--- src/rtl/pipeline_hazard_ctrl.sv ---
// pipeline_hazard_ctrl
//   Central stall/flush sequencer for the in-order integer pipeline. Detects
//   load-use RAW hazards, holds the core for multi-cycle multiplies and data
//   cache misses, and flushes the younger stages on taken branches.
//
//   state       | meaning
//   ------------+------------------------------------------------------------
//   ST_RUN      | normal issue; hazard / branch / miss / mul-issue detection
//   ST_MUL_WAIT | multiply occupying exe; fetch and core held, down-counting
//   ST_MEM_WAIT | data-cache refill outstanding; held until dcache_ready_i
//   (enc 3)     | unreachable; behaves as ST_RUN and returns to it
//
// Ports
//   clk_i, rst_i              clock, synchronous active-high reset
//   dec_*                     decode-stage instruction info
//   exe_*                     exe-stage destination / load / branch info
//   dcache_miss_i/ready_i     mem-stage miss pulse and refill-complete
//   stall_fetch_o/core_o      hold PC+fetch/dec latch / hold dec/exe onwards
//   kill_fetch_dec_o/dec_exe_o clear the respective pipeline latch
//   state_o                   current FSM state (0 RUN, 1 MUL_WAIT, 2 MEM_WAIT)
//   stall_cycles_o            saturating count of cycles with stall_fetch_o high

module pipeline_hazard_ctrl #(
    parameter int unsigned MUL_LAT = 4,
    parameter int unsigned PERF_W  = 32
) (
    input  logic              clk_i,
    input  logic              rst_i,
    input  logic              dec_valid_i,
    input  logic [4:0]        dec_rs1_addr_i,
    input  logic [4:0]        dec_rs2_addr_i,
    input  logic              dec_uses_rs1_i,
    input  logic              dec_uses_rs2_i,
    input  logic              dec_is_mul_i,
    input  logic [4:0]        exe_write_addr_i,
    input  logic              exe_int_write_enable_i,
    input  logic              exe_is_load_i,
    input  logic              exe_branch_taken_i,
    input  logic              dcache_miss_i,
    input  logic              dcache_ready_i,
    output logic              stall_fetch_o,
    output logic              stall_core_o,
    output logic              kill_fetch_dec_o,
    output logic              kill_dec_exe_o,
    output logic [1:0]        state_o,
    output logic [PERF_W-1:0] stall_cycles_o
);

    typedef enum logic [1:0] {
        ST_RUN      = 2'd0,
        ST_MUL_WAIT = 2'd1,
        ST_MEM_WAIT = 2'd2
    } state_t;

    localparam logic [3:0] MUL_LOAD = 4'(MUL_LAT - 1);

    state_t            state_q;
    state_t            state_d;
    logic [3:0]        mul_cnt_q;
    logic [3:0]        mul_cnt_d;
    logic [PERF_W-1:0] stall_cnt_q;
    logic              load_use;

    // x0 is hard-wired zero, so a load targeting it never creates a dependency.
    assign load_use = dec_valid_i && exe_is_load_i && exe_int_write_enable_i &&
                      (exe_write_addr_i != 5'd0) &&
                      ((dec_uses_rs1_i && (dec_rs1_addr_i == exe_write_addr_i)) ||
                       (dec_uses_rs2_i && (dec_rs2_addr_i == exe_write_addr_i)));

    always_comb begin
        state_d          = state_q;
        mul_cnt_d        = mul_cnt_q;
        stall_fetch_o    = 1'b0;
        stall_core_o     = 1'b0;
        kill_fetch_dec_o = 1'b0;
        kill_dec_exe_o   = 1'b0;
        if (!rst_i) begin
            case (state_q)
                ST_MUL_WAIT: begin
                    stall_fetch_o = 1'b1;
                    stall_core_o  = 1'b1;
                    if (dcache_miss_i) begin
                        // The stall keeps the mul result in place while the refill runs.
                        state_d   = ST_MEM_WAIT;
                        mul_cnt_d = 4'd0;
                    end else begin
                        mul_cnt_d = mul_cnt_q - 4'd1;
                        if (mul_cnt_q == 4'd1) begin
                            state_d = ST_RUN;
                        end
                    end
                end
                ST_MEM_WAIT: begin
                    stall_fetch_o = 1'b1;
                    stall_core_o  = 1'b1;
                    if (dcache_ready_i) begin
                        state_d = ST_RUN;
                    end
                end
                default: begin
                    // ST_RUN and the unused encoding share this path.
                    state_d = ST_RUN;
                    if (dcache_miss_i) begin
                        stall_fetch_o = 1'b1;
                        stall_core_o  = 1'b1;
                        state_d       = ST_MEM_WAIT;
                    end else if (exe_branch_taken_i) begin
                        // Decode holds a wrong-path instruction: no hazard, no mul issue.
                        kill_fetch_dec_o = 1'b1;
                        kill_dec_exe_o   = 1'b1;
                    end else if (load_use) begin
                        stall_fetch_o  = 1'b1;
                        kill_dec_exe_o = 1'b1;
                    end else if (dec_valid_i && dec_is_mul_i) begin
                        state_d   = ST_MUL_WAIT;
                        mul_cnt_d = MUL_LOAD;
                    end
                end
            endcase
        end
    end

    always_ff @(posedge clk_i) begin
        if (rst_i) begin
            state_q     <= ST_RUN;
            mul_cnt_q   <= 4'd0;
            stall_cnt_q <= '0;
        end else begin
            state_q   <= state_d;
            mul_cnt_q <= mul_cnt_d;
            if (stall_fetch_o && (stall_cnt_q != {PERF_W{1'b1}})) begin
                stall_cnt_q <= stall_cnt_q + 1'b1;
            end
        end
    end

    assign state_o        = rst_i ? 2'd0 : state_q;
    assign stall_cycles_o = stall_cnt_q;

endmodule

--- config.mk ---
export PLATFORM = sky130hd
export DESIGN_NAME = pipeline_hazard_ctrl
export DESIGN_NICKNAME = d
export VERILOG_FILES = /design/src/rtl/pipeline_hazard_ctrl.sv
export SDC_FILE = /design/constraint.sdc
export NUM_CORES = 1
export LEC_CHECK = 0
export BUFFER_PORTS_ARGS = -buffer_cell sky130_fd_sc_hd__buf_2
export CAP_MARGIN = 20
export CORE_MARGIN = 3
export CORE_UTILIZATION = 40
export CTS_CLUSTER_SIZE = 28
export DETAILED_ROUTE_END_ITERATION = 8
export GPL_TIMING_DRIVEN = 0
export PLACE_DENSITY = 0.66
export SYNTH_ARGS = -nofsm -noshare
export SYNTH_HDL_FRONTEND = slang
export SYNTH_SLANG_ARGS = --single-unit
--- constraint.sdc ---
create_clock -name clk_i -period 4.5 [get_ports clk_i]
set_input_delay 0.675 -clock clk_i [delete_from_list [all_inputs] [get_ports clk_i]]
set_output_delay 0.675 -clock clk_i [all_outputs]
set_load 0.005 [all_outputs]
# Word-level counts from Yosys, hierarchy flattened

Cells that the tools add are included.

$add $sub $neg: 2
Reductions and logical operators: 14
Bitwise gates (word level): 1
Multiplexer cells: 31
Equal/unequal tests: 11

Operators with widths:

| operator                                                           | count |
|---|---|
| 32-bit by 1-bit adder with 32-bit output, second input constant    | 1 |
| 32-bit != test, second input constant                              | 1 |
| 4-bit two-way mux                                                  | 5 |
| 1-bit two-way mux                                                  | 19 |
| 5-bit == test                                                      | 2 |
| 2-bit two-way mux                                                  | 5 |
| 1-bit logical AND                                                  | 8 |
| 4-bit case mux with 2 select lines                                 | 1 |
| 2-bit by 1-bit != test with 1-bit output, second input constant    | 3 |
| 5-bit AND reduction                                                | 1 |
| 5-bit nonzero test                                                 | 1 |
| 4-bit by 1-bit == test with 1-bit output, second input constant    | 1 |
| 2-bit case mux with 2 select lines                                 | 1 |
| 4-bit by 1-bit subtractor with 4-bit output, second input constant | 1 |
| 3-bit != test, second input constant                               | 1 |
| 2-bit by 1-bit == test with 1-bit output, second input constant    | 1 |
| 2-bit == test, second input constant                               | 1 |
| 2-bit != test, second input constant                               | 1 |
| 2-bit AND reduction                                                | 1 |
| 2-bit nonzero test                                                 | 1 |
| 2-bit OR reduction                                                 | 1 |
| 1-bit logical OR                                                   | 1 |
| 1-bit inverter                                                     | 1 |

Input port bits: 26
Output and inout bits: 38
Logic and storage cells: 62
Bits in registers: 38

# Longest topological paths before layout

Depth after elaboration: 10
Gate-level depth with buffers: 11
Gate-level depth less buffers: 10

# Least setup slack after synthesis

Ideal clock, no wire load.

Path kind: in2reg
Start point: in rst_i
End point: reg stall_cnt_q[30], in the netlist stall_cycles_o[30]
Setup time: 0.070 ns
Stages on the path: 8
Slack: 2.318 ns
Path buffers: 2
Arrival: 2.112 ns
Data required time: 4.430 ns
Cell sequence: buf_6 -> or2_0 -> a211oi_2 -> a21o_2 -> buf_6 -> nand3_4 -> or4_1 -> a21oi_1

Longest elaborated chain between the ends: 2

Ends and longest elaborated chain:

| element                 | RTL line | text |
|---|---|---|
| from (decl)             | 28       | `input logic rst_i,` |
| 1-bit two-way mux       | 77       | `if (!rst_i) begin` |
| named net stall_fetch_o | 41       | `output logic stall_fetch_o,` |
| 1-bit logical AND       | 131      | `if (stall_fetch_o && (stall_cnt_q != {PERF_W{1'b1}})) begin` |
| to (signal assigned)    | 132      | `stall_cnt_q <= stall_cnt_q + 1'b1;` |
| to (decl)               | 61       | `logic [PERF_W-1:0] stall_cnt_q;` |

The timed path passes the listed nets, and every way through them passes these cells.
A chain may end at the register's enable or synchronous reset.

# Final worst setup path

Start point: in exe_write_addr_i[0]
End point: out stall_fetch_o

Longest elaborated chain between the ends: 9
Elaborated cells on any way between the ends: 13
Classes of those cells: eq/ne: 2; mux: 5; reduce/logical: 6

Ends and longest elaborated chain:

| element                                     | RTL line | text |
|---|---|---|
| from (decl)                                 | 35       | `input logic [4:0] exe_write_addr_i,` |
| 5-bit == test, on equally long branches     | 67, 68   |  |
| 1-bit logical AND, on equally long branches | 67, 68   |  |
| 1-bit logical OR                            | 67       | `((dec_uses_rs1_i && (dec_rs1_addr_i == exe_write_addr_i)) \|\|` |
| 1-bit logical AND (*)                       | 66       | `(exe_write_addr_i != 5'd0) &&` |
| 1-bit two-way mux (*)                       | 111      | `end else if (load_use) begin` |
| 1-bit two-way mux (*)                       | 107      | `end else if (exe_branch_taken_i) begin` |
| 1-bit two-way mux (*)                       | 103      | `if (dcache_miss_i) begin` |
| 1-bit two-way mux (*)                       | 78       | `case (state_q)` |
| 1-bit two-way mux (*)                       | 77       |  |
| to (decl)                                   | 41       |  |

Every way passes the cells marked *; elsewhere a longest branch is shown, timed or not.

==> run_results.csv <==
group,metric,value,unit
yosys,synth_edf_count,0,
placed_design,gp_congestion,0.893,
clocking,cts_buffers,5,
global_route,grt_max_degree,13,
clocking,clockRootBuffer,"clkbuf_8",
worst_setup_path,crit_type,"input port to output pin",
layout,final_util,53.0,%
routing,ant_nets,0,
clocking,htreeDepth,2,
timing,min_period_over_period,55.2,%
placed_design,place_area,2670,µm²
timing,min_period,2.49,ns
layout,multiInputGateArea,1420,µm²
yosys,syn_inst,275,
worst_setup_path,critPathCaptureType,"output pin",
global_route,overflow,0,
layout,final_cell_area,2810,µm²
routing,wl_per_cell,13.9,µm
worst_setup_path,cp-startpoint,"exe_write_addr_i[0]",
timing,tightestPinTransition,0.528,ns
clocking,cts_hold_buf,0,
routing,routed_via_density,5.19,
run_status,status,"finished, final reports clean",
clocking,cts_resized,0,
worst_setup_path,slowest_delay,0.25,ns
clocking,insertion_delay,0.29,ns
layout,drive_above_1_share,24.9,%
worst_setup_path,critPathMaxFanout,10,
placed_design,post-place-ws,1.98,ns
worst_setup_path,cp_common_cell,"buf_2",
clocking,post_cts.repair.setup_buffers,0,
worst_setup_path,crit_chain,"buf_2 > xnor2_1 > nand4_1 > o22ai_2 > a21o_2 > buf_6 > buf_2",
worst_hold_path,hold_start,"stall_cycles_o[3]",
floorplanning,core,5300,µm²
timing,max_clock_freq,402,MHz
clocking,clock_path_buffers,2,
routing,firstDrtPassIters,4,
placed_design,dp_hpwl,4320,µm
yosys,synthArstFlopShare,0,%
yosys,yosysSeqAreaShare,33.5,%
floorplanning,die_h,81.3,µm
clocking,cts_tree,"built",
layout,ff_latch_area,761,µm²
worst_setup_path,cp_data_arrival_time,1.81,ns
timing,setup_violations,0,
layout,fillers,521,
floorplanning,die-area,6620,µm²
yosys,synth_warnings,0,
flow_run,cap_violations,0,
placed_design,port_buffers,62,
power,irDropWorstVdd,0.155,mV
yosys,synth-seq-cells,38,
worst_setup_path,start_kind,"input port",
timing,slew_viol_final,0,
worst_setup_path,reg2reg_slack,2.31,ns
clocking,clkTransAtPathRegs,0.08,ns
timing,clock_skew,0.00765,ns
timing,finalWorstSetupSlack,2.01,ns
yosys,ys.flop_type,"dfxtp_1",
timing,slew_headroom,64.8,%
worst_hold_path,hold_class,"register to register",
global_route,grt_pass1_vias,1999,
timing,finalHoldViolCount,0,
routing,route.detailed.drc,0,
routing,wl,5760,µm
worst_setup_path,r2r-start,"stall_cycles_o[24]",
routing,vias,2152,
floorplanning,start_util,42.8,%
routing,dr.first_iter.drc_count,123,
power,power_density,277,nW/µm²
layout,finish.net_count,375,
worst_setup_path,cp_slowest_cell,"o22ai_2",
yosys,synth_fp_nets,306,
floorplanning,ios,64,
global_route,gr-usage-all-layers,18.5,%
yosys,synth.distinct_cells,44,
yosys,syn_area_per_cell,8.26,µm²
worst_setup_path,crit_required,3.83,ns
global_route,grt_pass1_wl,9640,µm
floorplanning,die_w,81.3,µm
layout,syn2layout_area_growth,23.8,%
global_route,antenna_found_initial,0,
yosys,syn-cell-area,2270,µm²
timing,rsz0062_at_grt,"no",
power,p_leak,1.20,nW
timing,finalSetupTns,0,ns
floorplanning,rows,26,
clocking,clock_sinks,38,
layout,diodes,0,
## critical path: cells and delay by family
family,cells,cell delay (ns)
AOI/OAI and AO/OA,2,0.41
xor gates and xnor gates,1,0.18
buffers and inverters,3,0.38
and+or+nand+nor,1,0.16
## layout make-up
type	count	share of cell area [%]
plain buffers	8	2.23
clock buffers	6	2.94
clock inverters	2	2.14
inverters	8	1.07
multi-input cells	221	50.4
flip-flops and latches	38	27.1
well taps	70	3.12
repair buffers	62	11.0
## layout by cell type (no fill, tap or decap), drive strengths merged, types with 2 or more instances in the layout
cell type,count
nor4b,2
o31ai,3
mux2i,4
and2,2
or3,5
nor2b,2
nand2,20
xnor2,25
nand4,9
nand3,24
a21oi,11
xor2,10
buf,65
inv,8
ha,5
nor3,14
nor4,8
a211oi,2
nor2,47
o21ai,4
nand2b,5
nor3b,2
and4,6
dfxtp,38
clkbuf,11
bufinv,2
## state kept, by name (all words and copies together), names as in the netlist
| signal | flops |
|---|---|
| stall_cycles_o | 32 |
| mul_cnt_q | 4 |
| state_q | 2 |
## cells by family (layout without fill, tap and decap cells)
logic type	after synthesis	after routing	synth area share, %
AOI/OAI and AO/OA	27	27	8.10
xor gates and xnor gates	35	35	13.5
and+or+nand+nor	150	150	36.3
adders and majority gates	5	5	2.75
DFF	38	38	33.5
muxes	4	4	1.76
buffers and inverters	16	86	4.08
## metal layers
metal  GRT usage, %  vias up  part of all wire, %
li1               -     1110                    -
met1           25.5      971                   48
met2           29.2       64                   44
met3           3.66        7                  6.9
met4           5.57        0                  1.0
met5              0        -                    0
## power by group
group          internal (W)  leakage [nW]  switching [W]
clock network      0.000237        0.0714       0.000125
registers          0.000338         0.306     0.00000303
logic             0.0000339         0.819      0.0000411
total              0.000609          1.20       0.000169
## synth_stat cells, drive strengths merged, types with 6 or more instances
cell type / instances / area, µm²
xnor2: 25 / 219
and4: 6 / 53.8
nor4: 8 / 50.1
nand4: 9 / 62.6
xor2: 10 / 87.6
inv: 8 / 30.0
nand2: 20 / 85.1
nor3: 14 / 70.1
nor2: 47 / 193
a21oi: 11 / 55.1
nand3: 24 / 133
dfxtp: 38 / 761
## per-stage QoR
stage | total power, W | hold slack, ns | std cells
finish | 0.000778 | 0.509 | 415
global route | 0.000805 | 0.543 | 415
global placement | 0.000423 | 0.491 | 407
floorplan | 0.000396 | 0.472 | 275
detailed placement | 0.000425 | 0.490 | 407
CTS | 0.000788 | 0.513 | 415
## worst paths after layout
check,to,depth (start not counted)
worst max-delay path,stall_fetch_o,7
worst min-delay path,stall_cycles_o[3],1
worst max register to register,stall_cycles_o[31],8
worst min register to register,stall_cycles_o[3],1
Note: power is estimated with default switching activity, not from simulation.
